--- src/rtl/blk_transpose.sv ---
// 8x8 block transposer: rows in, columns out, through a ping-pong pair of banks.
// Writer validates row framing; reader drains committed banks column by column.
module blk_transpose #(
    parameter int unsigned W = 8
) (
    input  logic               clk,
    input  logic               rst,
    input  logic               in_valid,
    input  logic [7:0][W-1:0]  in_data,
    input  logic               in_sob,
    input  logic               in_eob,
    input  logic               in_sof,
    output logic               out_valid,
    output logic [7:0][W-1:0]  out_data,
    output logic               out_sob,
    output logic               out_eob,
    output logic               out_sof,
    output logic               err
);

    typedef enum logic [0:0] {StIdle, StRead} rd_state_e;

    // Bank storage, no reset needed: full flags gate every read.
    logic [7:0][W-1:0] mem_q [2][8];

    logic [2:0] wr_row_q, wr_row_d;
    logic       in_blk_q, in_blk_d;
    logic       sof_cap_q, sof_cap_d;
    logic       wb_q, wb_d;
    logic       rb_q, rb_d;
    logic [1:0] full_q, full_d;
    logic [1:0] sof_bank_q, sof_bank_d;
    logic       err_q, err_d;

    rd_state_e  state_q, state_d;
    logic [2:0] col_q, col_d;

    logic              out_valid_q, out_valid_d;
    logic [7:0][W-1:0] out_data_q, out_data_d;
    logic              out_sob_q, out_sob_d;
    logic              out_eob_q, out_eob_d;
    logic              out_sof_q, out_sof_d;

    logic       mem_we;
    logic [2:0] mem_row;
    logic       commit;
    logic       clr;
    logic       emit;
    logic [2:0] emit_col;

    // Writer: framing checks and row placement.
    always_comb begin
        wr_row_d   = wr_row_q;
        in_blk_d   = in_blk_q;
        sof_cap_d  = sof_cap_q;
        wb_d       = wb_q;
        sof_bank_d = sof_bank_q;
        err_d      = 1'b0;
        mem_we     = 1'b0;
        mem_row    = 3'd0;
        commit     = 1'b0;
        if (in_valid) begin
            if (in_sob) begin
                // A sob beat always restarts at row 0, even after a violation.
                err_d     = in_blk_q | in_eob;
                mem_we    = 1'b1;
                mem_row   = 3'd0;
                sof_cap_d = in_sof;
                in_blk_d  = ~in_eob;
                wr_row_d  = in_eob ? 3'd0 : 3'd1;
            end else if (!in_blk_q) begin
                err_d = 1'b1;
            end else if (wr_row_q == 3'd7) begin
                in_blk_d = 1'b0;
                wr_row_d = 3'd0;
                if (in_eob) begin
                    mem_we            = 1'b1;
                    mem_row           = 3'd7;
                    commit            = 1'b1;
                    sof_bank_d[wb_q]  = sof_cap_q;
                    wb_d              = ~wb_q;
                end else begin
                    err_d = 1'b1;
                end
            end else if (in_eob) begin
                err_d    = 1'b1;
                in_blk_d = 1'b0;
                wr_row_d = 3'd0;
            end else begin
                mem_we   = 1'b1;
                mem_row  = wr_row_q;
                wr_row_d = wr_row_q + 3'd1;
            end
        end
    end

    // Reader: idle emits column 0 directly so commit-to-output latency is two cycles.
    always_comb begin
        state_d     = state_q;
        col_d       = col_q;
        rb_d        = rb_q;
        clr         = 1'b0;
        out_valid_d = 1'b0;
        out_data_d  = out_data_q;
        out_sob_d   = 1'b0;
        out_eob_d   = 1'b0;
        out_sof_d   = 1'b0;
        emit        = (state_q == StRead) || full_q[rb_q];
        emit_col    = (state_q == StRead) ? col_q : 3'd0;
        if (emit) begin
            out_valid_d = 1'b1;
            for (int r = 0; r < 8; r++) begin
                out_data_d[r] = mem_q[rb_q][r][emit_col];
            end
            out_sob_d = (emit_col == 3'd0);
            out_eob_d = (emit_col == 3'd7);
            out_sof_d = (emit_col == 3'd0) && sof_bank_q[rb_q];
            if (emit_col == 3'd7) begin
                clr     = 1'b1;
                rb_d    = ~rb_q;
                col_d   = 3'd0;
                state_d = full_q[~rb_q] ? StRead : StIdle;
            end else begin
                col_d   = emit_col + 3'd1;
                state_d = StRead;
            end
        end
    end

    always_comb begin
        full_d = full_q;
        if (clr) begin
            full_d[rb_q] = 1'b0;
        end
        if (commit) begin
            full_d[wb_q] = 1'b1;
        end
    end

    always_ff @(posedge clk) begin
        if (mem_we) begin
            mem_q[wb_q][mem_row] <= in_data;
        end
    end

    always_ff @(posedge clk) begin
        if (rst) begin
            wr_row_q    <= 3'd0;
            in_blk_q    <= 1'b0;
            sof_cap_q   <= 1'b0;
            wb_q        <= 1'b0;
            rb_q        <= 1'b0;
            full_q      <= 2'b00;
            sof_bank_q  <= 2'b00;
            err_q       <= 1'b0;
            state_q     <= StIdle;
            col_q       <= 3'd0;
            out_valid_q <= 1'b0;
            out_data_q  <= '0;
            out_sob_q   <= 1'b0;
            out_eob_q   <= 1'b0;
            out_sof_q   <= 1'b0;
        end else begin
            wr_row_q    <= wr_row_d;
            in_blk_q    <= in_blk_d;
            sof_cap_q   <= sof_cap_d;
            wb_q        <= wb_d;
            rb_q        <= rb_d;
            full_q      <= full_d;
            sof_bank_q  <= sof_bank_d;
            err_q       <= err_d;
            state_q     <= state_d;
            col_q       <= col_d;
            out_valid_q <= out_valid_d;
            out_data_q  <= out_data_d;
            out_sob_q   <= out_sob_d;
            out_eob_q   <= out_eob_d;
            out_sof_q   <= out_sof_d;
        end
    end

    // The writer can never outrun the reader at one row per cycle.
    assert property (@(posedge clk) disable iff (rst) commit |-> !full_q[wb_q]);

    assign out_valid = out_valid_q;
    assign out_data  = out_data_q;
    assign out_sob   = out_sob_q;
    assign out_eob   = out_eob_q;
    assign out_sof   = out_sof_q;
    assign err       = err_q;

endmodule

--- config.mk ---
export PLATFORM = sky130hd
export DESIGN_NAME = blk_transpose
export DESIGN_NICKNAME = d
export VERILOG_FILES = /design/src/rtl/blk_transpose.sv
export SDC_FILE = /design/constraint.sdc
export NUM_CORES = 1
export LEC_CHECK = 0
export BUFFER_PORTS_ARGS = -buffer_cell sky130_fd_sc_hd__buf_2
export CORE_UTILIZATION = 45
export DETAILED_ROUTE_END_ITERATION = 7
export PLACE_DENSITY_LB_ADDON = 0.15
export SLEW_MARGIN = 20
export SYNTH_ARGS = -nofsm -noshare
export SYNTH_HDL_FRONTEND = slang
export SYNTH_SLANG_ARGS = --single-unit
--- constraint.sdc ---
create_clock -name clk -period 9.9 [get_ports clk]
set_clock_uncertainty 0.1 [all_clocks]
set_input_delay 0 -clock clk [delete_from_list [all_inputs] [get_ports clk]]
set_output_delay 0 -clock clk [all_outputs]
set_load 0.05 [all_outputs]
==> flow_summary.ini <==
[final_layout]
layout.cells.non_filler = 3848
fin_util_pct = 52.39
area_delta_synth_final_pct = 15.03
drive_above_1_share_pct = 25.30
final_nets = 2574

[power_and_ir_drop]
power_mw = 9.422
pwr-share-clk_pct = 43.9
p_comb_share_pct = 1.7
switchingPower_mw = 1.835
ir_worst_vdd_uv = 156.4
p_seq_share_pct = 54.4
cell_internal_pwr_mw = 7.587
p_leak_nw = 15.64
swShare_pct = 19.48
powerDensity_nw_per_um2 = 192.1

[placement]
gp_congestion = 0.7861
place_hpwl_mm = 64.57
dp_worst_setup_slack_ps = 5981
io_buffers = 138
placed_cells = 3562

[sta]
period_needed_ps = 3872
drv_slew = 0
finalSetupTns_ps = 0
hold_violations = 0
worstMarginPinSlew_ps = 1170
setup_viol = 0
slew_headroom_pct = 21.97
fin_crit_sh_pct = 39.11
rsz0062_at_grt = no
setup_ws_ps = 6028
max_clock_freq_ghz = 0.2582

[die]
dieHeight_um = 309.8
die-area_sq_um = 95990
die_w_um = 309.8
core_sq_um = 93610
ios = 139
initial_core_util_pct = 45.55
rows = 112

[global_routing]
grt_use_met3_pct = 3.723
grt_start_max_net_pins = 149
antenna_found_initial = 9
grt_pass1_wl_mm = 161.1
grt_pass1_vias = 22850
grtUsageTotal_pct = 23.62
grtUsageMet1_pct = 32.85
grt_use_met2_pct = 38.24
overflow = 0
grt-busiest-layer = met2

[run]
maxCapViolCount = 0

[clock_tree]
root_buffer = clkbuf_16
insertion_delay_ps = 680
numCtsBuffers = 109
cts_tree = built
cts-htree-levels = 3
cts.path.max_buffers = 3
cts.repair.resized = 0
path_clk_slew_ps = 60
clkSinkCount = 1109

[synthesis]
ys_seq_elements = 1109
yosys_warnings = 0
synth-adder-area-share_pct = 0.2054
muxShareOfSynthArea_pct = 13.69
synthTopCellsByArea = edfxtp_1 72%, mux2_2 5.6%, mux2_1 4.6%
syn_inst = 2268
synth_compound_area_share_pct = 6.723
synth_top_area_cell = edfxtp_1
seq_area_frac_synth_pct = 76.11
synth_top_flop_cell = edfxtp_1
avgSynthCellArea_sq_um = 18.80
synth_top_area_share_pct = 72.12
synth_fp_nets = 2345
yosys.area_share.simple_pct = 1.400
synth-xor-area-share_pct = 0.02054
yosysUniqueCellTypes = 38
synth_edf_count = 1024
yosys.cell_count.top_type = edfxtp_1
synth_top_family_by_area = multiplexers
async_flop_share_pct = 0
syn_area_sq_um = 42640
synthTopCellsByCount = 1024 x edfxtp_1, 256 x o22ai_1, 211 x mux2_2

[routing]
drt_iter0_drc = 1825
totalWireLength_mm = 112.4
drtAntennaViolNets = 0
vias = 22730
firstDrtPassIters = 5
wl_per_cell_um = 29.20
avgViaCountPerCell = 5.906
drcViolationCount = 0

[hold_path]
hold_path_class = input port to flop

[critical_path]
crit_arrival_ps = 4390
start_kind = flop
crit_path_max_fanout = 143
critical_path_class = flop to flop
required_ps = 10420
endpoint_kind = flop

[status]
status = completed
==> stage by stage <==
stage               area, sq um  hold slack (ps)
finish                    49040            201.4
global route              49040            202.8
CTS                       49020            172.9
detailed placement        44640            176.2
global placement          44640            177.4
floorplan                 42640           -1.131
==> layout make-up <==
class / instances / area, sq um
Fill cell: 7519 / 44570
Multi-Input combinational cell: 1003 / 9498
Antenna cell: 1 / 2.502
Clock buffer: 162 / 3129
Clock inverter: 45 / 474.2
Inverter: 9 / 33.78
Tap cell: 1254 / 1569
Timing Repair Buffer: 265 / 1878
Sequential cell: 1109 / 32460
==> worst paths after layout <==
check | endpoint | cells past startpoint | slack [ps] | startpoint
max | out_data[10] | 6 | 6030 | flop
max reg2reg | out_data[10] | 6 | 6030 | flop
min reg2reg | full_q[1] | 2 | 370 | full_q[1]
min | mem_q[0][167] | 2 | 200 | in_data[39]
==> repair_timing <==
item / CTS / global route
endpoints found under the hold margin: 1045 / 0
hold buffers: 77 / 0
buffers inserted: 0 / 0
==> flip-flops by register name (all words and copies together), names as in the netlist, named ones only <==
register    count
mem_q        1024
out_data       64
col_q           3
wr_row_q        3
full_q          2
sof_bank_q      2
err             1
in_blk_q        1
out_eob         1
out_sob         1
out_sof         1
out_valid       1
rb_q            1
sof_cap_q       1
state_q         1
wb_q            1
==> per-layer routing <==
metal,routed length [um],share of wire (%),vias to the layer above
met4,3324,3.0,4
met2,54040,48,716
li1,-,-,9799
met5,34,0.030,-
met3,6465,5.8,164
met1,48500,43,12040
==> cells in the final DEF, fill, tap and decap left out, types with 10 or more instances in the layout <==
master | Yosys | routed
nor3_2 | 0 | 14
o22ai_1 | 256 | 256
mux2_1 | 174 | 174
a211oi_1 | 65 | 65
clkbuf_8 | 0 | 16
nand2_1 | 11 | 10
clkinv_2 | 0 | 19
buf_2 | 39 | 138
nor2_1 | 82 | 79
buf_4 | 13 | 46
clkbuf_16 | 0 | 111
mux2_2 | 211 | 211
a221o_1 | 64 | 64
dlygate4sd3_1 | 0 | 77
mux4_2 | 64 | 64
clkbuf_1 | 67 | 35
dfxtp_1 | 85 | 82
edfxtp_1 | 1024 | 1024
==> cells by family (layout without fill, tap and decap cells) <==
kind of cell	after synthesis	after routing
XOR/XNOR	1	1
multiplexers	455	455
adder cells (fa/ha/maj)	7	7
buffers and inverters	156	481
other	0	1
AND/OR/NAND/NOR	133	133
flip-flops	1109	1109
AO/OA/AOI/OAI	407	407
==> power groups by stage <==
stage	clock network [mW]	registers (mW)	logic, mW
3_3_place_gp	0	5.23	0.125
6_report	4.14	5.13	0.157
3_5_place_dp	0	5.23	0.131
4_1_cts	4.21	5.13	0.159
5_1_grt	4.38	5.13	0.167
2_1_floorplan	0	5.23	0.0267
==> worst max-delay path, stage by stage, from the launching register on <==
cell      delay, ps
dfxtp_4         840
buf_4           770
buf_12          570
mux2_2          330
o22ai_1          80
a211oi_1        640
a221o_1         190
(Power assumes the default switching activity.)
